**config.mk**
```make
export PLATFORM = sky130hd
export DESIGN_NAME = pes_piso_framer
export DESIGN_NICKNAME = d
export VERILOG_FILES = /design/src/rtl/pes_piso_framer.sv
export SDC_FILE = /design/constraint.sdc
export NUM_CORES = 1
export LEC_CHECK = 0
export CORE_UTILIZATION = 25
export DETAILED_ROUTE_END_ITERATION = 10
export HOLD_SLACK_MARGIN = 0.15
export PLACE_DENSITY_LB_ADDON = 0.2
export SLEW_MARGIN = 20
export SYNTH_ARGS = -nofsm -noshare
export SYNTH_HDL_FRONTEND = slang
export SYNTH_SLANG_ARGS = --single-unit
```
**constraint.sdc**
```tcl
create_clock -name clk -period 1.4 [get_ports clk]
set_input_delay 0.35 -clock clk [delete_from_list [all_inputs] [get_ports clk]]
set_output_delay 0.35 -clock clk [all_outputs]
set_load 0.01 [all_outputs]
```
**src/rtl/pes_piso_framer.sv**
```systemverilog
// Parallel-in, serial-out framer: start bit (0), WIDTH data bits LSB-first,
// STOP_BITS stop bits (1), each held CLKS_PER_BIT clocks; line idles high.
module pes_piso_framer #(
    parameter int WIDTH        = 8,
    parameter int STOP_BITS    = 1,
    parameter int CLKS_PER_BIT = 1
) (
    input  logic             clk,
    input  logic             reset,
    input  logic [WIDTH-1:0] in_data,
    input  logic             in_valid,
    output logic             in_ready,
    output logic             serial_out,
    output logic             bit_valid,
    output logic             busy,
    output logic             frame_done
);

    localparam logic [1:0] S_IDLE  = 2'd0;
    localparam logic [1:0] S_START = 2'd1;
    localparam logic [1:0] S_DATA  = 2'd2;
    localparam logic [1:0] S_STOP  = 2'd3;

    localparam int TICK_W  = (CLKS_PER_BIT > 1) ? $clog2(CLKS_PER_BIT) : 1;
    localparam int CNT_MAX = (WIDTH > STOP_BITS) ? WIDTH : STOP_BITS;
    localparam int BIT_W   = (CNT_MAX > 1) ? $clog2(CNT_MAX) : 1;

    localparam logic [TICK_W-1:0] TICK_LAST = TICK_W'(CLKS_PER_BIT - 1);
    localparam logic [BIT_W-1:0]  DATA_LAST = BIT_W'(WIDTH - 1);
    localparam logic [BIT_W-1:0]  STOP_LAST = BIT_W'(STOP_BITS - 1);

    logic [1:0]        state_q, state_d;
    logic [TICK_W-1:0] tick_q, tick_d;
    logic [BIT_W-1:0]  bit_q, bit_d;
    logic [WIDTH-1:0]  shift_q, shift_d;
    logic              serial_q, serial_d;

    logic bit_end;
    logic last_stop;
    logic accept;

    assign bit_end   = (tick_q == TICK_LAST);
    // The final stop-bit cycle doubles as an accept slot so frames can abut.
    assign last_stop = (state_q == S_STOP) && (bit_q == STOP_LAST) && bit_end;
    assign in_ready  = (state_q == S_IDLE) || last_stop;
    assign accept    = in_valid && in_ready;

    assign frame_done = last_stop;
    assign bit_valid  = (state_q == S_DATA);
    assign busy       = (state_q != S_IDLE);
    assign serial_out = serial_q;

    always_comb begin
        // NOTE: every output of this block gets a default first so no latch is inferred.
        state_d = state_q;
        tick_d  = tick_q;
        bit_d   = bit_q;
        shift_d = shift_q;

        case (state_q)
            S_IDLE: begin
                if (accept) begin
                    state_d = S_START;
                    tick_d  = '0;
                    bit_d   = '0;
                    shift_d = in_data;
                end
            end
            S_START: begin
                if (bit_end) begin
                    state_d = S_DATA;
                    tick_d  = '0;
                    bit_d   = '0;
                end else begin
                    tick_d = tick_q + TICK_W'(1);
                end
            end
            S_DATA: begin
                if (bit_end) begin
                    tick_d  = '0;
                    shift_d = shift_q >> 1;
                    if (bit_q == DATA_LAST) begin
                        state_d = S_STOP;
                        bit_d   = '0;
                    end else begin
                        bit_d = bit_q + BIT_W'(1);
                    end
                end else begin
                    tick_d = tick_q + TICK_W'(1);
                end
            end
            default: begin
                if (bit_end) begin
                    tick_d = '0;
                    if (bit_q == STOP_LAST) begin
                        bit_d = '0;
                        if (accept) begin
                            state_d = S_START;
                            shift_d = in_data;
                        end else begin
                            state_d = S_IDLE;
                        end
                    end else begin
                        bit_d = bit_q + BIT_W'(1);
                    end
                end else begin
                    tick_d = tick_q + TICK_W'(1);
                end
            end
        endcase

        // The line level is a function of the next state so serial_out is a flop.
        case (state_d)
            S_START: serial_d = 1'b0;
            S_DATA:  serial_d = shift_d[0];
            default: serial_d = 1'b1;
        endcase
    end

    // NOTE: sequential state uses non-blocking assignments only; reset forces the idle-high line.
    always_ff @(posedge clk or posedge reset) begin
        if (reset) begin
            state_q  <= S_IDLE;
            tick_q   <= '0;
            bit_q    <= '0;
            shift_q  <= '0;
            serial_q <= 1'b1;
        end else begin
            state_q  <= state_d;
            tick_q   <= tick_d;
            bit_q    <= bit_d;
            shift_q  <= shift_d;
            serial_q <= serial_d;
        end
    end

endmodule

```
[Word-level counts from Yosys, hierarchy flattened]
Index checks and enable logic that the tools add are counted.
Word-level totals
  register bits: 15
  output and inout bits: 5
Cells by class
  add/subtract/negate cells: 2
  equal/unequal tests: 10
  multiplexer cells: 24
  bitwise logic cells: 2
  reductions and logical operators: 10
Operators with widths (count)
  8-bit two-way mux: 4
  8-bit case mux with 3 select lines: 1
  3-bit two-way mux: 6
  2-bit two-way mux: 6
  3-bit case mux with 3 select lines: 1
  4-bit AND reduction: 2
  2-bit == test (second input constant): 3
  2-bit inequality test (second input constant): 3
  2-bit case mux with 3 select lines: 1
  2-bit by 1-bit == test with 1-bit output (second input constant): 2
  1-bit two-way mux: 4
  3-bit by 1-bit adder with 3-bit output (second input constant): 1
  3-bit == test (second input constant): 1
  1-bit logical AND: 3
  3-bit zero test: 1
  3-bit nonzero test: 1
  2-bit zero test: 1
  2-bit by 1-bit inequality test with 1-bit output (second input constant): 1
  1-bit inverter: 2
  1-bit case mux with 2 select lines: 1
  2-bit nonzero test: 1
  1-bit adder (second input constant): 1
  1-bit logical OR: 1

[Logic depth before layout (Yosys ltp)]
  depth in word-level cells: 11
  depth in mapped cells: 6
  gate-level depth less buffers: 6

[Least setup slack after synthesis]
Ideal clock, no wire load.
  kind: reg2out
  start point: register bit_q[0]
  end point: output port in_ready
  data arrival time: 1.295 ns
  path slack: -0.245 ns
  cell stages (with the launch flop): 6
  path buffers: 0
  cells stage by stage: dfrtp_1 -> inv_1 -> ha_1 -> and2b_1 -> and2_1 -> or2_2
On the way
  cells in the longest elaborated chain, start to end: 4
RTL lines
  from (decl): line 34  | logic [BIT_W-1:0] bit_q, bit_d;
  from (signal assigned): line 131  | bit_q <= bit_d;
  3-bit zero test: line 44  | assign last_stop = (state_q == S_STOP) && (bit_q == STOP_LAST) && bit_end;
  1-bit logical AND (2 in a row): line 44
  net frame_done: line 16  | output logic frame_done
  1-bit logical OR: line 45  | assign in_ready = (state_q == S_IDLE) || last_stop;
  to (decl): line 12  | output logic in_ready,
The timed path passes the listed nets, and every way through them passes these cells.

[Worst setup path in the final report]
  start point: register bit_q[0]
  end point: output port in_ready
On the way
  cells in the longest elaborated chain, start to end: 4
RTL lines (line)
  3-bit zero test: 44
  1-bit logical AND (2 in a row): 44
  1-bit logical OR: 45
No other way between the ends.

==> impl_metrics.toml <==
[synth]
synthDistinctLibCells = 34
syn_area_um2 = 891
ys_dominant_reg_cell = "dfrtp_1"
yosysWarnings = 0
synth_cells = 87
synth_edf_count = 0
ys_seq_area_frac = 0.395
syn-num-nets = 106
yosysTopAreaCell = "dfrtp_1"
synth.area.top_cells = "dfrtp_1 37%, ha_1 11%, a22o_1 9.8%"
syn_area_per_cell_um2 = 10.2
yosysMostFrequentCell = "dfrtp_1"
ys_async_sr_fraction = 1.00
ys_ff_latch = 14
yosysTopAreaCellShare = 0.365
synthTopCellsByCount = "13 x dfrtp_1, 10 x a22o_1, 9 x inv_1, 8 x ha_1, 6 x nand2_1"

[setup_path]
cp_max_fo = 2
required_ns = 1.05
reg2reg_slack_ns = -0.27
r2r_cells = 8
worstSetupPathType = "reg2out"
slowest_stage = "dfrtp_1"
worstReg2RegStart = "state_q[0]"
path_cells = "inv_2 -> ha_4 -> and2b_2 -> and2_4 -> or2_4 -> buf_6"
cp-startpoint = "bit_q[0]"
cpPeakStageDelay_ns = 0.38
cp-end-kind = "primary output"
crit_end = "in_ready"
critPathLaunchType = "flop"
crit_arrival_ns = 1.54
r2r-end = "shift_q[6]"

[timing]
fin_setup_tns_ns = -3.89
hold_violations = 0
setup_slack_ns = -0.495
tightestPinTransition_ns = 0.324
maxSlewViolCount = 0
setup_viol = 18
fin_skew_ns = 0.00365
fin_crit_sh = 1.35
slew_headroom = 0.783
fin_crit_ns = 1.89
fmaxAchievable_ghz = 0.528
holdWs_ns = 0.357
grt_setup_unrepaired = "yes"

[cts]
h-tree-depth = 1
cts_tree = "built"
numClockSinks = 14
clk_pin_slew_worst_paths_ns = 0.09
cts_max_path_buffers = 2
root_buffer = "clkbuf_4"
cts_buffers = 3
clkLatencyLatePin_ns = 0.28

[cells_and_area]
fin_area_mm2 = 0.00177
num_antenna_cells = 0
area.growth.synth_to_final_pct = 98.3
drive_gt1_frac = 0.644
nets = 166
nFillCells = 311

[global_routing]
grt_util_all_layers = 0.145
grt_max_degree = 15
grt_pass1_vias = 881
antenna_found_initial = 0
grt_pass1_wl_um = 3940
overflow = 0

[floorplanning]
num_rows = 21
dieArea_mm2 = 0.00381
initial_core_util = 0.265
core-area_mm2 = 0.00336
chipHeight_um = 61.7
chipWidth_um = 61.7
io_pins = 16

[drt]
dr.first_iter.drc_count = 24
vias = 876
wire_per_inst_um = 13.6
final_antenna_net_count = 0
dr.pass1.iters = 3
drc = 0
viasPerCell = 4.56
wl_um = 2610

[place]
place_ws_ns = -0.536
io_buffer_count = 15
gp_congestion = 0.749
dp_hpwl_um = 1620
placed_cell_area_mm2 = 0.00134

[power_and_ir_drop]
p_int_mw = 2.55
fin_total_pwr_mw = 4.27
seqPwrFrac = 0.159
swShare = 0.404
leakage_nw = 0.773
comb_power_share = 0.772
p_per_area_mw_per_mm2 = 2420
ir_worst_vdd_mv = 0.806
p_sw_mw = 1.72
clockPowerShare = 0.068

[job]
cap_violations = 0

[worst_hold_path]
hp-class = "in2async"

[run_status]
run_status = "complete, but fails checks"
violations = "setup timing"
-- what timing repair did --
| item | in CTS | in global routing |
|---|---|---|
| hold buffers | 0 | 0 |
| gates resized for setup | 69 | 21 |
| pin swaps | 24 | 16 |
| endpoints found under the setup margin | 19 | 19 |
| buffers inserted | 10 | 6 |
-- per-stage QoR --
stage / std cells / util
floorplan: 87 / -
global placement: 174 / 0.399
detailed placement: 174 / 0.399
CTS: 187 / 0.488
global route: 192 / 0.525
finish: 192 / 0.525
-- power by group through the flow --
stage	Sequential, mW	Combinational [mW]	Clock (mW)
after floorplan	0.684	1.26	0
after global placement	0.665	2.21	0
after detailed placement	0.672	2.23	0
after CTS	0.671	2.97	0.309
after global routing	0.696	3.54	0.322
final	0.680	3.30	0.292
-- worst min-delay path by stage --
stage	startpoint	cells after the start	to
after floorplan	reset	1	bit_q[0]
after global placement	shift_q[1]	1	shift_q[1]
after detailed placement	shift_q[1]	1	shift_q[1]
after CTS	reset	3	shift_q[6]
after global routing	reset	3	bit_q[0]
final	reset	3	bit_q[2]
-- layout by cell type (no fill, tap or decap), types with 2 or more instances in the layout --
cell,Yosys,layout
ha_4,0,7
dfrtp_1,13,13
a21oi_4,1,3
clkdlybuf4s50_1,0,10
clkbuf_4,0,3
a22oi_2,0,2
nor2b_4,0,2
nand2_2,0,2
buf_8,0,2
inv_2,1,5
buf_6,1,17
inv_1,9,3
a22o_1,10,10
buf_4,0,25
nand3_1,3,2
o21ai_1,0,3
o22ai_4,0,2
nand2_4,0,3
-- registers in the layout, summed over array words and instances, names as in the netlist --
signal	flops
state_q	2
shift_q	8
bit_q	3
serial_out	1
-- layout make-up --
class | instances | area (µm²) | area share
flip-flops and latches | 14 | 352 | 0.199
well taps | 46 | 57.6 | 0.0326
clock buffers | 4 | 36.3 | 0.0205
multi-input cells | 62 | 742 | 0.420
repair buffers | 56 | 534 | 0.302
inverters | 10 | 45.0 | 0.0255
-- routing by layer --
layer	vias to the layer above	wire, µm	track usage
met5	-	0	0
met4	0	47	0.0635
met3	4	68	0.0228
met2	15	1390	0.260
met1	418	1110	0.171
li1	439	-	-
-- cell families after synthesis --
group / Yosys count / synth area share
buf+inv: 11 / 0.0548
simple gates: 21 / 0.124
flops: 14 / 0.395
fa+ha+maj: 8 / 0.112
compound gates: 33 / 0.315
-- worst max-delay path: cells and delay by family, from the launching register on --
| family | cells | cell delay (ns) |
|---|---|---|
| buffers and inverters | 2 | 0.18 |
| AND/OR/NAND/NOR | 3 | 0.55 |
| flip-flops | 1 | 0.38 |
| adder cells (fa/ha/maj) | 1 | 0.16 |
Note: power is estimated with default switching activity, not from simulation.
